[config.mk]
export PLATFORM = sky130hd
export DESIGN_NAME = input_conditioner
export DESIGN_NICKNAME = d
export VERILOG_FILES = /design/src/rtl/input_conditioner.sv
export SDC_FILE = /design/constraint.sdc
export NUM_CORES = 1
export LEC_CHECK = 0
export CAP_MARGIN = 20
export CORE_MARGIN = 1.5
export CORE_UTILIZATION = 35
export CTS_BUF_LIST = sky130_fd_sc_hd__clkbuf_8 sky130_fd_sc_hd__clkbuf_16
export DETAILED_ROUTE_END_ITERATION = 7
export DONT_BUFFER_PORTS = 1
export PLACE_DENSITY_LB_ADDON = 0.3
export SLEW_MARGIN = 10
export SYNTH_ARGS = -nofsm -noshare
export SYNTH_HDL_FRONTEND = slang
export SYNTH_SLANG_ARGS = --single-unit
[constraint.sdc]
create_clock -name clk -period 2.1 [get_ports clk]
set_input_delay 0.42 -clock clk [delete_from_list [all_inputs] [get_ports clk]]
set_output_delay 0.42 -clock clk [all_outputs]
set_load 0.01 [all_outputs]
[src/rtl/input_conditioner.sv]
// Input conditioner: each channel gets a 2-flop synchronizer, a debouncer,
// edge detection and a toggle bit. A registered mode select picks which view drives b.

module ic_lane #(
  parameter int DEB_MAX = 50000,
  parameter int DEB_W   = 16
) (
  input  logic clk,
  input  logic rst_n,
  input  logic a,
  input  logic clr,
  output logic s2,
  output logic st,
  output logic rise,
  output logic chg,
  output logic tg
);
  localparam logic [DEB_W-1:0] CNT_TOP = DEB_W'(DEB_MAX - 1);

  logic             s1;
  logic             st_d;
  logic [DEB_W-1:0] cnt;

  assign rise = st & ~st_d;
  assign chg  = st ^ st_d;

  always_ff @(posedge clk) begin
    if (!rst_n) begin
      s1   <= 1'b0;
      s2   <= 1'b0;
      st   <= 1'b0;
      st_d <= 1'b0;
      tg   <= 1'b0;
      cnt  <= '0;
    end else begin
      s1   <= a;
      s2   <= s1;
      st_d <= st;
      // Any return to the accepted level discards the partial count.
      if (s2 == st) begin
        cnt <= '0;
      end else if (cnt == CNT_TOP) begin
        st  <= s2;
        cnt <= '0;
      end else begin
        cnt <= cnt + DEB_W'(1);
      end
      if (clr)       tg <= 1'b0;
      else if (rise) tg <= ~tg;
    end
  end
endmodule

module input_conditioner #(
  parameter int N_CH    = 4,
  parameter int DEB_MAX = 50000,
  parameter int DEB_W   = 16
) (
  input  logic            clk,
  input  logic            rst_n,
  input  logic [N_CH-1:0] a,
  input  logic [1:0]      mode,
  input  logic            clr,
  output logic [N_CH-1:0] b,
  output logic [N_CH-1:0] chg
);
  logic [1:0]      mode_q;
  logic [N_CH-1:0] s2, st, rise, tg;

  always_ff @(posedge clk) begin
    if (!rst_n) mode_q <= 2'b00;
    else        mode_q <= mode;
  end

  for (genvar i = 0; i < N_CH; i++) begin : g_lane
    ic_lane #(
      .DEB_MAX(DEB_MAX),
      .DEB_W  (DEB_W)
    ) u_lane (
      .clk  (clk),
      .rst_n(rst_n),
      .a    (a[i]),
      .clr  (clr),
      .s2   (s2[i]),
      .st   (st[i]),
      .rise (rise[i]),
      .chg  (chg[i]),
      .tg   (tg[i])
    );
  end

  // Mode only steers the output; lane state runs regardless.
  always_comb begin
    b = '0;
    case (mode_q)
      2'b00:   b = s2;
      2'b01:   b = st;
      2'b10:   b = rise;
      default: b = tg;
    endcase
  end
endmodule

; Yosys cells after proc, flatten, opt, wreduce, memory -nomap -nowiden
; Cells that the tools add are included.
; Widths: inputs -> output; s select.
[totals]
ff_bits = 86
out_inout_bits = 8
word_cells = 71
[op_classes]
addsub = 4
eq_ne = 10
muxes = 1
bitwise_logic = 21
n_reduce_logical = 10
[op_table]
columns = operator, count
row1 = $add 16x1->16 const B, 4
row2 = $eq 16x16->1 const B, 4
row3 = $not 1->1, 13
row4 = $pmux 4 s3, 1
row5 = $reduce_or 3->1, 4
row6 = $reduce_and 2->1, 4
row7 = $and 1x1->1, 4
row8 = $eq 1x1->1, 4
row9 = $xor 1x1->1, 4
row10 = $eq 2x1->1 const B, 1
row11 = $eq 2x2->1 const B, 1
row12 = $logic_not 2->1, 1
row13 = $reduce_or 2->1, 1

; Longest topological paths before layout
[depth]
ltp_word = 3
mapped_depth = 6
ltp_nobuf = 5

; Cells and area by module
; Synthesis repeated with hierarchy kept, for this count alone.
[unflattened]
hier_cells = 404
area_unflattened_um2 = 3856.2
[modules_own_cells]
columns = mod, instances, cells_each, area_per_inst_um2, seq_area_each_um2
row1 = ic_lane, 4, 99, 924.6, 420.4
row2 = input_conditioner, 1, 8, 157.7, 40.0

; Worst setup path before layout
; No wires, ideal clock.
[synth_timing]
path_type = register -> register
start = register g_lane[1].u_lane.cnt[0]
end = register g_lane[1].u_lane.cnt[10]
setup_time_ps = 117
arrival_ps = 1623
setup_slack_ps = 360
path_stages_with_launch = 7
cell_sequence = dfxtp_1 ha_1 nand3_1 or3_1 o21bai_2 buf_2 nor2_1
[synth_between]
elab_chain_cells = 2
[synth_lines]
columns = element, line
row1 = start: declaration, 22  ; logic [DEB_W-1:0] cnt;
row2 = start signal: assignment, 46  ; cnt <= cnt + DEB_W'(1);
row3 = "parallel branches: the longest is 2 deep, another holds $add 16x1->16", n/a
; Several ways; the timed one is not identified.
; A chain may end at the register's enable or synchronous reset.

; Worst setup path in the final report
[layout_timing]
start = register g_lane[1].u_lane.st
end = output b[1]
[layout_between]
elab_chain_cells = 2
[layout_lines]
columns = element, line
row1 = start: declaration, 13  ; output logic st,
row2 = start signal: assignment, 31  ; st <= 1'b0;
row3 = start signal: assignment, 43  ; st <= s2;
row4 = $and 1x1->1, 24  ; assign rise = st & ~st_d;
row5 = $pmux 4 s3 *, 95  ; case (mode_q)
row6 = end: declaration, 64  ; output logic [N_CH-1:0] b,
; Mark *: on every way between the ends. The rest lies on a longest branch, timed or not.

==> impl_metrics.csv <==
group,metric,value,unit
global_route,grt_max_degree,26,
synth,async_flop_share,0,%
detailed_routing,wl,6.39,mm
job,drv_cap,0,
worst_setup_path,critPathKind,"reg -> out",
timing,fin_crit,1.87,ns
synth,ys.warnings.count,0,
final_layout,multi_input_area,1840,sq um
final_layout,layout.nets,429,
placement,place.gp.congestion,0.836,
detailed_routing,viasPerCell,4.79,
timing,tightest_slew,0.561,ns
die,core,10300,sq um
detailed_routing,wl_met1,3.21,mm
worst_setup_path,crit_slowest_cell,"mux4_2",
timing,setup_viol,0,
synth,synth.distinct_cells,38,
die,die_w,106,microns
clock_tree,cts_hold_buf,0,
timing,slew_headroom,62.5,%
synth,synth_top_family_by_area,"simple AND/OR/NAND/NOR gates",
timing,slew_violations,0,
clock_tree,clock_path_buffers,2,
worst_setup_path,path_cells,"ha_1, mux4_2",
detailed_routing,wire_per_inst,11.6,microns
global_route,grt_pass1_wl,11.2,mm
final_layout,fill_cells,1050,
pwr,finalPower,2.69,mW
timing,whs,0.202,ns
worst_setup_path,critPathMaxStageDelay,0.53,ns
synth,postSynthCellCount,404,
detailed_routing,met3WireLength,142,microns
synth,yosysSeqAreaShare,46.5,%
final_layout,stdcell_area,4020,sq um
synth,synth_top_area_cell,"dfxtp_1",
clock_tree,clk_pin_slew,0.08,ns
placement,io_buffers,0,
worst_setup_path,crit_required,1.68,ns
clock_tree,cts_tree,"done",
synth,synthAdderAreaFrac,2.71,%
synth,syn-num-nets,421,
detailed_routing,routed.top_layer,"met4",
global_route,grt_pass1_vias,2498,
detailed_routing,drt_iter0_drc,59,
clock_tree,cts_sinks,86,
clock_tree,clk_latency,0.34,ns
global_route,antenna_found_initial,0,
global_route,track_usage,12.6,%
final_layout,register_area,1720,sq um
synth,synth_seq_cells,86,
synth,synth-xor-area-share,14.2,%
final_layout,syn2layout_area_growth,8.73,%
pwr,power_density,669,nW/um^2
synth,synth_compound_area_share,1.93,%
synth,synth.avg_cell_area,9.16,sq um
die,die_h,106,microns
clock_tree,htreeDepth,3,
final_layout,drive_gt1_share,7.00,%
synth,synth_edf_count,0,
detailed_routing,drc,0,
synth,synth_common_cells,"dfxtp_1, nor2_1, xnor2_1, nand3_1, nand2_1",
pwr,vdd_ir_drop_max,0.363,mV
synth,syn_area,3700,sq um
synth,synth_top_area_share,46.5,%
pwr,leakagePower,1.29,nW
worst_setup_path,worstPathArrival,1.45,ns
worst_setup_path,worst-path-max-fanout,4,
clock_tree,post_cts_buffers,0,
clock_tree,cts-resized-gates,0,
timing,finalHoldViolCount,0,
timing,fmax,533,MHz
clock_tree,cts-root-buf,"clkbuf_8",
die,start_util,36.0,%
synth,yosysMostFrequentCell,"dfxtp_1",
worst_setup_path,startpoint_type,"flop",
placement,placed_area,3860,sq um
final_layout,diodes,0,
synth,synth_area_leaders,"dfxtp_1, xnor2_1, nor2_1, nand3_1, xor2_1",
detailed_routing,met2WireLength,2.90,mm
detailed_routing,via_count,2637,
hold_path,hold_path_class,"in -> reg",
synth,synth_mux_area_share,3.25,%
detailed_routing,drt-pass1-iter-count,4,
die,io-pin-count,17,
worst_setup_path,cp-end-kind,"primary output",
clock_tree,cts_buffers,9,
die,rows,37,
synth,synthFlopType,"dfxtp_1",
timing,timing.setup.tns,0,ns
timing,rsz0062_at_grt,"no",
placement,dp_hpwl,4.59,mm
status,run_status,"completed",
timing,clock_skew,0.00691,ns
synth,synthSimpleGateAreaFrac,27.7,%
die,dieArea,11200,sq um
detailed_routing,ant_nets,0,
timing,period_share,89.3,%
global_route,grt.overflow.total,0,
[logic make-up after synthesis]
group           Yosys count
simple gates            202
flops                    86
xor+xnor                 60
buf+inv                  30
compound gates           11
fa+ha+maj                 8
mux                       7
[registers in the layout (all words and copies together) (netlist names)]
signal,flops
g_lane.u_lane.cnt,64
g_lane.u_lane.st,4
g_lane.u_lane.s2,4
mode_q,2
g_lane.u_lane.tg,4
g_lane.u_lane.s1,4
g_lane.u_lane.st_d,4
[path summary, 6_finish.rpt]
path | startpoint | end | cells past startpoint | slack, ns
worst max register to register | g_lane[1].u_lane.cnt[6] | g_lane[1].u_lane.cnt[15] | 4 | 0.37
worst min register to register | g_lane[3].u_lane.s1 | g_lane[3].u_lane.s2 | 1 | 0.44
worst min-delay path | rst_n | g_lane[1].u_lane.st_d | 2 | 0.20
worst max-delay path | g_lane[1].u_lane.st | b[1] | 2 | 0.23
[layout by cell type (no fill, tap or decap), types with 11 or more instances in the layout]
cell type,Yosys,routed
clkbuf_8,0,11
inv_1,20,20
nor3_1,14,14
nor4_1,16,16
and2_1,13,13
nand3_1,23,23
dfxtp_1,86,86
nor2_1,72,72
xor2_1,13,13
xnor2_1,47,47
nand4_1,13,13
nand2_1,21,21
[stage by stage]
step / utilization [%] / cells / setup slack, ns
after detailed placement: 37.6 / 537 / 0.395
after global routing: 39.1 / 550 / 0.165
after global placement: 37.6 / 537 / 0.435
final: 39.1 / 550 / 0.225
after floorplan: - / 404 / 0.360
after CTS: 39.1 / 550 / 0.205
[report_power, final]
| part | internal, mW | switching [mW] | leakage [nW] | total (mW) |
|---|---|---|---|---|
| logic | 0.0168 | 0.0183 | 0.511 | 0.0351 |
| registers | 1.64 | 0.00979 | 0.695 | 1.65 |
| clock network | 0.471 | 0.533 | 0.0869 | 1.00 |
| total | 2.13 | 0.561 | 1.29 | 2.69 |
[critical path, delay by kind of cell (launching register included)]
| family | cells | cell delay, ns |
|---|---|---|
| flops | 1 | 0.35 |
| fa+ha+maj | 1 | 0.23 |
| mux | 1 | 0.53 |
[final cells by class]
type,instances,area share (%)
Sequential cell,86,42.8
Timing Repair Buffer,7,1.31
Clock buffer,11,3.76
Multi-Input combinational cell,288,45.8
Tap cell,136,4.23
Clock inverter,2,0.249
Inverter,20,1.87
[metal layers]
metal | vias up | global-route usage (%)
met5 | - | 0
met4 | 0 | 6.66
met3 | 10 | 2.54
met2 | 30 | 19.8
met1 | 1214 | 16.2
li1 | 1383 | -
No activity file was read; power rests on OpenSTA's default activity.
==> patch 1: new RTL, same flow settings <==
Make the reset (`rst_n`) asynchronous in 2 clocked blocks.
--- a/src/rtl/input_conditioner.sv
+++ b/src/rtl/input_conditioner.sv
@@ -24,7 +24,7 @@
   assign rise = st & ~st_d;
   assign chg  = st ^ st_d;
 
-  always_ff @(posedge clk) begin
+  always_ff @(posedge clk or negedge rst_n) begin
     if (!rst_n) begin
       s1   <= 1'b0;
       s2   <= 1'b0;
@@ -67,7 +67,7 @@
   logic [1:0]      mode_q;
   logic [N_CH-1:0] s2, st, rise, tg;
 
-  always_ff @(posedge clk) begin
+  always_ff @(posedge clk or negedge rst_n) begin
     if (!rst_n) mode_q <= 2'b00;
     else        mode_q <= mode;
   end
Behaviour: differs if rst_n is asserted again (counterexample within 4 cycles, from zero or initial values and one cycle with rst_n low); with rst_n held inactive, the same outputs for 10 cycles.
==> patch 1 against the original RTL <==
The flow now finishes with violations (hold timing). Synthesized area increased by 9.9%. Routed wire length increased by 13%. Sequential cell count unchanged. Final area increased by 13%. Worst setup slack got worse by 0.050 ns. Via count decreased by 0.34%. Core utilization increased by 0.78 points. Critical path depth increased by 3. Die area increased by 9.6%. Global-route usage increased by 0.30 points. Highest routed layer unchanged. Clock skew decreased by 0.00068 ns.
Power is not compared: it rests on default switching activity, and its combinational part moved more than twofold at a synthesized area within 25%.
==> patch 1: results (changes against the original RTL) <==
relSlewSlack: 0.677  # +0.0520
report.final.setup_viol: 0  # unchanged
root_buffer: "clkbuf_16"
syn_nets: 395  # -6.2%
post_cts_buffers: 0  # unchanged
first_global_vias: 2676  # +7.1%
drt_iter0_drc: 148  # +150%
worst_r2r_path_depth: 5  # +1
hold_path_class: "in -> async"
grt_usage: 0.129  # +0.00296
critPathMaxStageDelay_ns: 0.54
path_max_fanout: 16  # +12
ctsHtreeMaxLevel: 3  # unchanged
finalHoldViolations: 86  # +86
ys_top_cells_by_area: "dfrtp_1 (53%), xnor2_1 (11%), nor2_1 (7.3%)"
vdd_ir_drop_max_mv: 0.415
arrival_ns: 2.13  # +0.68 ns
critical_path.slowest_cell: "or4_4"
clk_path_buf_depth: 2  # unchanged
netlist_top_cells_count: "dfrtp_1 (86), nor2_1 (79), xnor2_1 (51)"
clkTransAtPathRegs_ns: 0.07
skew_ns: 0.00623  # -0.000683 ns
drt-pass1-iter-count: 4  # unchanged
ys_async_sr_fraction: 1.00  # +1.00
cts-buffers-inserted: 9  # unchanged
vias: 2628  # -0.34%
grt_first_pass_wirelength_mm: 12.7  # +14%
synth_compound_area_frac: 0.0206  # +0.00135
cts_resized: 0  # unchanged
diodes: 0  # unchanged
port_buffers: 0  # unchanged
place_area_mm2: 0.00421  # +9.0%
timing.hold.ws_ns: -0.226  # -0.428 ns
dpl.hpwl_mm: 4.99  # +8.8%
place_congestion: 0.778  # -7.0%
layout-drive-gt1-share: 0.0946  # +0.0246
status: "finished with violations"
muxShareOfSynthArea: 0.0332  # +0.000776
violations: "hold timing"
synthXorXnorAreaFrac: 0.136  # -0.00630
fillers: 1101  # +4.9%
yosysWarnings: 0  # unchanged
ys_seq_area_frac: 0.529  # +0.0641
synth_cell_types: 33  # -13%
grt_max_degree: 87  # +230%
synth-adder-area-share: 0.0246  # -0.00243
regMostFlops: "g_lane.u_lane.cnt"
wl_per_cell_um: 13.5  # +16%
## patch 1: cell count changes after synthesis, moves of 4 or more
cell and delta:
dfrtp_1 +86, nand2_1 -7, dfxtp_1 -86, mux2_2 +4, or3_1 -7, o21ai_0 -4
xnor2_1 +4, nor2_1 +7, and2_1 -13
## patch 1: worst paths after layout
path / from / slack, ns / end
setup / recovery: g_lane[2].u_lane.cnt[0] / 0.17 / g_lane[2].u_lane.cnt[13]
hold / removal: rst_n / -0.23 / g_lane[1].u_lane.cnt[5]
setup reg to reg: g_lane[2].u_lane.cnt[0] / 0.17 / g_lane[2].u_lane.cnt[13]
hold reg to reg: g_lane[2].u_lane.s1 / 0.35 / g_lane[2].u_lane.s2
max in group asynchronous: rst_n / 2.19 / g_lane[3].u_lane.cnt[9]
min in group clk: a[0] / 0.11 / g_lane[0].u_lane.s1
## patch 1: worst max-delay path: cells and delay by family, from the launching register on
| family | cells | cell delay, ns |
|---|---|---|
| adder cells (fa/ha/maj) | 1 | 0.22 |
| AO/OA/AOI/OAI | 1 | 0.37 |
| AND/OR/NAND/NOR | 3 | 0.82 |
| flip-flops | 1 | 0.39 |
## patch 1: cells by family after synthesis
logic type | after synthesis
flip-flops | 86
XOR/XNOR | 63
AND/OR/NAND/NOR | 177
buffers and inverters | 31
AO/OA/AOI/OAI | 5
multiplexers | 8
adder cells (fa/ha/maj) | 8
## patch 1: metal layers
metal	track usage	wire, um	up-vias
li1	-	-	1292
met1	0.174	3460	1289
met2	0.195	3350	37
met3	0.0284	256	10
met4	0.0641	136	0
met5	0	0	-
## patch 1: cell type report
| type | count | area (um2) | area share |
|---|---|---|---|
| clock buffers | 9 | 225 | 0.0496 |
| clock inverters | 7 | 104 | 0.0229 |
| inverters | 22 | 82.6 | 0.0182 |
| multi-input cells | 261 | 1750 | 0.386 |
| flip-flops and latches | 86 | 2150 | 0.474 |
| well taps | 143 | 179 | 0.0394 |
| repair buffers | 6 | 45.0 | 0.00992 |
## patch 1: power by group through the flow
stage / clock network [mW] / logic, mW / registers (mW)
finish: 1.74 / 0.0748 / 1.72
global route: 1.85 / 0.0856 / 1.72
CTS: 1.79 / 0.0766 / 1.72
detailed placement: 0 / 0.0761 / 1.75
global placement: 0 / 0.0744 / 1.75
floorplan: 0 / 0.0649 / 1.74
## patch 1: stage by stage
stage | instances | worst slack (ns) | hold slack, ns
finish | 534 | 0.175 | -0.226
global route | 534 | 0.0287 | -0.242
CTS | 534 | 0.152 | -0.241
detailed placement | 518 | 0.151 | 0.127
global placement | 518 | 0.230 | 0.126
floorplan | 378 | 0.329 | 0.124
==> patch 2: new RTL, same settings <==
Without the edit above. `DEB_W` is set to 16 in 2 places; all go to 14.
--- a/src/rtl/input_conditioner.sv
+++ b/src/rtl/input_conditioner.sv
@@ -3,7 +3,7 @@
 
 module ic_lane #(
   parameter int DEB_MAX = 50000,
-  parameter int DEB_W   = 16
+  parameter int DEB_W   = 14
 ) (
   input  logic clk,
   input  logic rst_n,
@@ -54,7 +54,7 @@
 module input_conditioner #(
   parameter int N_CH    = 4,
   parameter int DEB_MAX = 50000,
-  parameter int DEB_W   = 16
+  parameter int DEB_W   = 14
 ) (
   input  logic            clk,
   input  logic            rst_n,
Formal check against the unedited RTL: no difference found for any inputs over 10 cycles, from zero or initial values and one cycle with rst_n low; that may be too few to reach the edited logic, so the function may still have changed.
==> patch 2 against the original RTL <==
Synthesized area decreased by 9.5%. Synthesized cell count decreased by 12%. Count of clock-buffer cells in the layout is 2 lower. Clock skew is 0.0025 ns lower. Cell count down 10%. Routed wire length fell by 14%. Die area shrank 9.3%. Power is 5.4% higher. Register-to-register slack lost 0.16 ns. Final area fell by 7.9%. Worst setup slack worse by 0.011 ns. Via count fell by 14%. Sequential cell count is 8 lower. Highest routed layer unchanged.
==> patch 2: results (changes against the original RTL) <==
p_leak_nw: 1.20  # -6.9%
ys_seq_area_frac: 0.467  # +0.00121
muxShareOfSynthArea: 0.0389  # +0.00641
synth_cell_types: 27  # -29%
drt_iter0_drc: 49  # -17%
synthXorXnorAreaFrac: 0.147  # +0.00451
worstMarginPinSlew_ns: 0.345  # -0.216 ns
fin_nets: 378  # -12%
regMostFlops: "g_lane.u_lane.cnt"
critPathMaxStageDelay_ns: 0.55  # +0.02 ns
largest_register_ffs: 56  # -13%
path_max_fanout: 14  # +10
dpl.hpwl_mm: 3.86  # -16%
grt_max_degree: 24  # -7.7%
first_global_vias: 2138  # -14%
met1_usage: 0.147  # -0.0149
critical_path.slowest_cell: "or4_4"
status: "completed"
place_area_mm2: 0.00347  # -10%
synth-adder-area-share: 0.0299  # +0.00285
arrival_ns: 2.10  # +0.65 ns
vdd_ir_drop_max_mv: 0.517  # +43%
grt_use_met3: 0.0388  # +0.0135
routed_wl_mm: 5.49  # -14%
synth_compound_area_frac: 0  # -0.0193
grt_first_pass_wirelength_mm: 9.75  # -13%
layout-drive-gt1-share: 0.0929  # +0.0228
place_congestion: 0.803  # -4.0%
syn_nets: 371  # -12%
ys_top_cells_by_area: "dfxtp_1 (47%), xnor2_1 (12%), nor2_1 (7.6%)"
vias: 2280  # -14%
grt_usage: 0.122  # -0.00338
patch 2: cell count changes after synthesis, moves of 5 or more:
cell     delta
nand3_1     -7
or3_1       -7
dfxtp_1     -8
and3_1      -5
nor4_1      -5
nand2_1     -8
patch 2: cells by family (layout without fill, tap and decap cells):
group	count (synthesis)	in the layout
multiplexers	8	8
XOR/XNOR	56	56
AND/OR/NAND/NOR	172	172
buffers and inverters	32	44
flip-flops	78	78
adder cells (fa/ha/maj)	8	8
patch 2: metrics by stage:
| step | worst slack [ns] | cells | power [mW] |
|---|---|---|---|
| final | 0.214 | 495 | 2.84 |
| after global routing | 0.134 | 495 | 2.95 |
| after CTS | 0.180 | 495 | 2.88 |
| after detailed placement | 0.212 | 479 | 1.57 |
| after global placement | 0.235 | 479 | 1.57 |
| after floorplan | 0.331 | 354 | 1.57 |
patch 2: report_power, final:
| part | leakage [nW] | internal, mW | switching (mW) | total [mW] |
|---|---|---|---|---|
| clock network | 0.119 | 0.783 | 0.521 | 1.30 |
| logic | 0.454 | 0.0157 | 0.0165 | 0.0322 |
| registers | 0.631 | 1.49 | 0.0105 | 1.50 |
patch 2: area by class of cell:
| class | instances | area, um2 |
|---|---|---|
| repair buffers | 6 | 45.0 |
| flip-flops and latches | 78 | 1560 |
| clock buffers | 9 | 124 |
| well taps | 129 | 161 |
| multi-input cells | 244 | 1620 |
| inverters | 22 | 82.6 |
| fillers | 916 | 5540 |
| clock inverters | 7 | 113 |
patch 2: worst max-delay path, delay by kind of cell (launching register included):
kind             cells  cell delay (ns)
and+or+nand+nor      4             1.42
DFF                  1             0.36
patch 2: routing by layer:
layer	vias to the layer above	routed length (um)
met3	5	215
met2	30	2570
li1	1190	-
met5	-	0
met1	1055	2650
met4	0	54
patch 2: final timing paths:
check	from	end	slack, ns	cells after the start
setup reg to reg	g_lane[2].u_lane.cnt[5]	g_lane[2].u_lane.cnt[10]	0.21	4
hold / removal	a[0]	g_lane[0].u_lane.s1	0.20	1
setup / recovery	g_lane[2].u_lane.cnt[5]	g_lane[2].u_lane.cnt[10]	0.21	4
hold reg to reg	g_lane[3].u_lane.s1	g_lane[3].u_lane.s2	0.45	1
